--- src/rtl/ttt_game_ctrl.sv ---
// Tic-tac-toe sequencer: turns mouse packets into board moves, tracks turn and detects win/draw.
// Optional feature: define TTT_TURN_TIMEOUT_EN to forfeit a turn after TIMEOUT_CYCLES idle cycles.
module ttt_game_ctrl #(
  parameter int X0             = 64,
  parameter int Y0             = 32,
  parameter int CELL_W         = 64,
  parameter int TIMEOUT_CYCLES = 150_000_000
) (
  input  logic        clk,
  input  logic        reset,
  input  logic [8:0]  xm,
  input  logic [8:0]  ym,
  input  logic [2:0]  btnm,
  input  logic        m_done_tick,
  output logic [17:0] board,
  output logic        turn,
  output logic [1:0]  game_state,
  output logic        winner,
  output logic [7:0]  win_line,
  output logic        move_tick
);

  typedef enum logic [1:0] {S_PLAY, S_CHECK, S_OVER} state_t;

  localparam logic [1:0] GS_PLAY = 2'b00;
  localparam logic [1:0] GS_WIN  = 2'b01;
  localparam logic [1:0] GS_DRAW = 2'b10;

  localparam logic [9:0] XB0 = 10'(X0);
  localparam logic [9:0] XB1 = 10'(X0 + CELL_W);
  localparam logic [9:0] XB2 = 10'(X0 + 2 * CELL_W);
  localparam logic [9:0] XB3 = 10'(X0 + 3 * CELL_W);
  localparam logic [9:0] YB0 = 10'(Y0);
  localparam logic [9:0] YB1 = 10'(Y0 + CELL_W);
  localparam logic [9:0] YB2 = 10'(Y0 + 2 * CELL_W);
  localparam logic [9:0] YB3 = 10'(Y0 + 3 * CELL_W);

  state_t      state;
  logic [1:0]  btn_prev;
  logic        left_click, right_click;
  logic [9:0]  x10, y10;
  logic [1:0]  col, row;
  logic        col_ok, row_ok, cell_ok, cell_empty;
  logic [3:0]  cell_idx;
  logic [4:0]  bit_lo;
  logic [1:0]  mover_code;
  logic [7:0]  lines_now;
  logic        board_full;
  logic        unused_mid;

  assign unused_mid  = btnm[2];
  assign left_click  = m_done_tick & btnm[0] & ~btn_prev[0];
  assign right_click = m_done_tick & btnm[1] & ~btn_prev[1];

  // Widen to 10 bits so board edges near 511 never wrap in the comparators.
  assign x10 = {1'b0, xm};
  assign y10 = {1'b0, ym};

  always_comb begin
    col    = 2'd0;
    col_ok = 1'b1;
    if      (x10 >= XB0 && x10 < XB1) col = 2'd0;
    else if (x10 >= XB1 && x10 < XB2) col = 2'd1;
    else if (x10 >= XB2 && x10 < XB3) col = 2'd2;
    else                              col_ok = 1'b0;
  end

  always_comb begin
    row    = 2'd0;
    row_ok = 1'b1;
    if      (y10 >= YB0 && y10 < YB1) row = 2'd0;
    else if (y10 >= YB1 && y10 < YB2) row = 2'd1;
    else if (y10 >= YB2 && y10 < YB3) row = 2'd2;
    else                              row_ok = 1'b0;
  end

  assign cell_ok    = col_ok & row_ok;
  assign cell_idx   = ({2'b00, row} * 4'd3) + {2'b00, col};
  assign bit_lo     = {cell_idx, 1'b0};
  assign cell_empty = (board[bit_lo +: 2] == 2'b00);
  assign mover_code = turn ? 2'b10 : 2'b01;

  always_comb begin
    logic [8:0] m;
    m = '0;
    board_full = 1'b1;
    for (int k = 0; k < 9; k++) begin
      m[k] = (board[2*k +: 2] == mover_code);
      if (board[2*k +: 2] == 2'b00) board_full = 1'b0;
    end
    lines_now[0] = m[0] & m[1] & m[2];
    lines_now[1] = m[3] & m[4] & m[5];
    lines_now[2] = m[6] & m[7] & m[8];
    lines_now[3] = m[0] & m[3] & m[6];
    lines_now[4] = m[1] & m[4] & m[7];
    lines_now[5] = m[2] & m[5] & m[8];
    lines_now[6] = m[0] & m[4] & m[8];
    lines_now[7] = m[2] & m[4] & m[6];
  end

`ifdef TTT_TURN_TIMEOUT_EN
  logic [31:0] timer;
`endif

  always_ff @(posedge clk) begin
    if (!reset) begin
      state      <= S_PLAY;
      board      <= '0;
      turn       <= 1'b0;
      game_state <= GS_PLAY;
      winner     <= 1'b0;
      win_line   <= '0;
      move_tick  <= 1'b0;
      btn_prev   <= '0;
`ifdef TTT_TURN_TIMEOUT_EN
      timer      <= '0;
`endif
    end else begin
      move_tick <= 1'b0;
      if (m_done_tick) btn_prev <= btnm[1:0];
`ifdef TTT_TURN_TIMEOUT_EN
      timer <= '0;
`endif
      // Restart overrides everything, including a pending CHECK result.
      if (right_click) begin
        state      <= S_PLAY;
        board      <= '0;
        turn       <= 1'b0;
        game_state <= GS_PLAY;
        winner     <= 1'b0;
        win_line   <= '0;
      end else begin
        case (state)
          S_PLAY: begin
            if (left_click && cell_ok && cell_empty) begin
              board[bit_lo +: 2] <= mover_code;
              move_tick          <= 1'b1;
              state              <= S_CHECK;
            end
`ifdef TTT_TURN_TIMEOUT_EN
            else if (timer == 32'(TIMEOUT_CYCLES - 1)) begin
              turn <= ~turn;
            end else begin
              timer <= timer + 32'd1;
            end
`endif
          end
          S_CHECK: begin
            if (|lines_now) begin
              game_state <= GS_WIN;
              winner     <= turn;
              win_line   <= lines_now;
              state      <= S_OVER;
            end else if (board_full) begin
              game_state <= GS_DRAW;
              state      <= S_OVER;
            end else begin
              turn  <= ~turn;
              state <= S_PLAY;
            end
          end
          default: state <= S_OVER;
        endcase
      end
    end
  end

endmodule
--- config.mk ---
export PLATFORM = sky130hd
export DESIGN_NAME = ttt_game_ctrl
export DESIGN_NICKNAME = d
export VERILOG_FILES = /design/src/rtl/ttt_game_ctrl.sv
export SDC_FILE = /design/constraint.sdc
export NUM_CORES = 1
export LEC_CHECK = 0
export BUFFER_PORTS_ARGS = -buffer_cell sky130_fd_sc_hd__buf_2
export CAP_MARGIN = 30
export CELL_PAD_IN_SITES_DETAIL_PLACEMENT = 1
export CELL_PAD_IN_SITES_GLOBAL_PLACEMENT = 2
export CORE_ASPECT_RATIO = 1.25
export CORE_MARGIN = 2
export CORE_UTILIZATION = 33
export DETAILED_ROUTE_END_ITERATION = 8
export PLACE_DENSITY_LB_ADDON = 0.1
export SYNTH_ARGS = -nofsm -noshare
export SYNTH_HDL_FRONTEND = slang
export SYNTH_SLANG_ARGS = --single-unit
--- constraint.sdc ---
create_clock -name clk -period 9.6 [get_ports clk]
set_clock_uncertainty 0.2 [all_clocks]
set_input_delay 0.96 -clock clk [delete_from_list [all_inputs] [get_ports clk]]
set_output_delay 0.96 -clock clk [all_outputs]
set_load 0.05 [all_outputs]
==> impl_metrics.json <==
{
  "drv_cap": 0,
  "layout_common_cells": "buf_2 (42), nor2_1 (37), dfxtp_1 (35)",
  "die_w_um": 76.8,
  "coreArea_um2": 6480,
  "fillers": 822,
  "hold_viol": 0,
  "ys_ff_latch": 35,
  "wl_per_cell_um": 16.4,
  "required_ns": 9.62,
  "antenna_cells": 0,
  "drv_slew": 0,
  "dr.first_iter.drc_count": 63,
  "hpwl_mm": 4.93,
  "power_leakage_uw": 0.00101,
  "crit_path_end_kind": "flip-flop",
  "grt_max_degree": 24,
  "hold_path_class": "flip-flop to flip-flop",
  "crit_top_cell": "inv_1",
  "critPathLaunchType": "input port",
  "setup_viol": 0,
  "drc": 0,
  "rr_startpoint": "turn",
  "synth_area_leader_cell": "dfxtp_1",
  "grt-ovfl-total": 0,
  "yosys_warnings": 0,
  "synth_edf_count": 0,
  "grt_pass1_wl_mm": 10.4,
  "fmax_mhz": 216,
  "worstPathCellList": "buf_2 -> nor2_1 -> nand2_1 -> o21ai_0 -> nor2b_1 -> inv_1 -> fa_1 -> inv_1 -> ha_1 -> inv_1 -> fa_1 -> o21ai_0 -> o211ai_1 -> nor3_2 -> o211ai_1 -> or3_1 -> a21oi_1",
  "async_reset_ff_frac": 0,
  "syn-num-nets": 299,
  "rsz0062_at_grt": "no",
  "tns_ns": 0,
  "clk_pin_slew_ns": 0.07,
  "drtPass1Iterations": 4,
  "io_buffers": 42,
  "critPathSlowestCell": "fa_1",
  "synth_area_leaders": "dfxtp_1 (32%), mux2i_1 (8.2%), nor2_1 (6.3%)",
  "p_int_uw": 211,
  "antenna_found_initial": 0,
  "cts_hold_buf": 0,
  "h-tree-depth": 2,
  "cts_resized": 0,
  "ys_seq_area_frac": 0.320,
  "power_uw": 293,
  "maxSlewHeadroom": 0.392,
  "ant_nets": 0,
  "final_common_cell": "buf_2",
  "clk_path_buf_depth": 2,
  "initial_core_util": 0.338,
  "worst_pin_slew_ns": 0.899,
  "grt_pass1_vias": 2078,
  "num_io_pins": 55,
  "tritoncts": "yes",
  "post_cts_buffers": 0,
  "power.density_nw_per_um2": 115,
  "dieArea_um2": 7300,
  "synth_area_um2": 2190,
  "multi_input_area_um2": 1400,
  "gp_congestion": 0.794,
  "worstPathArrival_ns": 4.64,
  "switchingPower_uw": 82.3,
  "die_h_um": 95.0,
  "grt.total_usage": 0.183,
  "synth_top_flop_cell": "dfxtp_1",
  "timing.final.crit_share": 0.482,
  "combPwrFrac": 0.145,
  "synth_cells": 267,
  "syn_avg_cell_area_um2": 8.20,
  "p_clk_frac": 0.355,
  "clock_latency_ns": 0.29,
  "cts_made_buffers": 5,
  "status": "finished clean",
  "vias": 2072,
  "worstHoldStart": "win_line[7]",
  "p_sw_frac": 0.281,
  "nets": 339,
  "cp-startpoint": "ym[5]",
  "cts_root_buf": "clkbuf_8",
  "regArea_um2": 701,
  "core.rowCount": 33,
  "cts_num_sinks": 35,
  "ir_drop_v": 0.0000540,
  "via_per_inst": 5.25,
  "drive_above_1_share": 0.188,
  "path_max_fanout": 10,
  "synth_cell_type_count": 48,
  "cp_slowest_stage_delay_ns": 0.55,
  "area_delta_synth_final_pct": 16.1,
  "period_needed_ns": 4.62,
  "drt-total-wl_mm": 6.46,
  "seqPwrFrac": 0.499,
  "worstSetupPathType": "input port to flip-flop",
  "yosysTopAreaCellShare": 0.320
}
[layer usage]
layer | global-route usage | share of wire | up-vias
met5 | 0 | 0 | -
met4 | 0.0636 | 0.020 | 0
met3 | 0.0341 | 0.030 | 11
met2 | 0.338 | 0.50 | 37
met1 | 0.212 | 0.45 | 984
li1 | - | - | 1040
[cells in the mapped netlist, types with 2 or more instances]
cell type / count
nor2_1: 37
dfxtp_1: 35
nand2_1: 22
mux2i_1: 18
a21oi_1: 16
nor2b_1: 13
or3_1: 9
inv_1: 8
o21ai_1: 8
ha_1: 6
nor3_1: 6
nor3b_1: 6
o21ai_0: 6
a22oi_1: 5
and3_1: 5
clkbuf_1: 5
nand2b_1: 5
nand3_1: 4
nand4b_1: 4
o211ai_1: 4
a211oi_1: 3
nand3b_1: 3
o21a_1: 3
a21boi_0: 2
a22oi_2: 2
and3b_1: 2
and4_1: 2
buf_2: 2
buf_6: 2
fa_1: 2
nor4_1: 2
nor4b_1: 2
o2111ai_1: 2
o22ai_1: 2
[registers in the layout (all words and copies together), names as in the netlist]
| signal | cells |
|---|---|
| game_state | 2 |
| move_tick | 1 |
| winner | 1 |
| state | 2 |
| turn | 1 |
| btn_prev | 2 |
| win_line | 8 |
| board | 18 |
[power groups by stage]
stage          logic, uW  registers (uW)  clock network [uW]
5_1_grt             47.2             146                 114
3_5_place_dp        42.8             150                   0
2_1_floorplan       29.1             150                   0
4_1_cts             43.1             146                 110
6_report            42.6             146                 104
3_3_place_gp        42.4             150                   0
[final cells by class]
type                    count  area share
flip-flops and latches     35       0.276
inverters                   9      0.0133
repair buffers             43      0.0857
well taps                  87      0.0428
multi-input cells         213       0.550
clock buffers               7      0.0300
clock inverters             1     0.00197
[cell families after synthesis]
logic type               synth area share
adder cells (fa/ha/maj)            0.0526
AO/OA/AOI/OAI                       0.172
flip-flops                          0.320
multiplexers                       0.0926
AND/OR/NAND/NOR                     0.318
XOR/XNOR                          0.00400
buffers and inverters              0.0406
[through the flow]
step	area (um2)	util	hold slack (ns)	setup WS, ns	std cells
floorplan	2190	-	0.235	5.47	267
global placement	2460	0.379	0.236	4.78	387
detailed placement	2460	0.379	0.238	4.69	387
CTS	2540	0.392	0.249	4.97	395
global route	2540	0.392	0.267	4.73	395
finish	2540	0.392	0.243	4.98	395
[worst paths after layout]
check,to,slack [ns],cells past startpoint
min,win_line[7],0.24,2
min reg2reg,win_line[7],0.24,2
max,board[2],4.98,17
max reg2reg,game_state[1],6.63,6
[worst max-delay path: cells and delay by family]
family	cells	cell delay, ns
adder cells (fa/ha/maj)	3	1.24
AND/OR/NAND/NOR	5	1.30
buffers and inverters	4	0.35
AO/OA/AOI/OAI	5	0.79
Note: power is estimated with default switching activity, not from simulation.
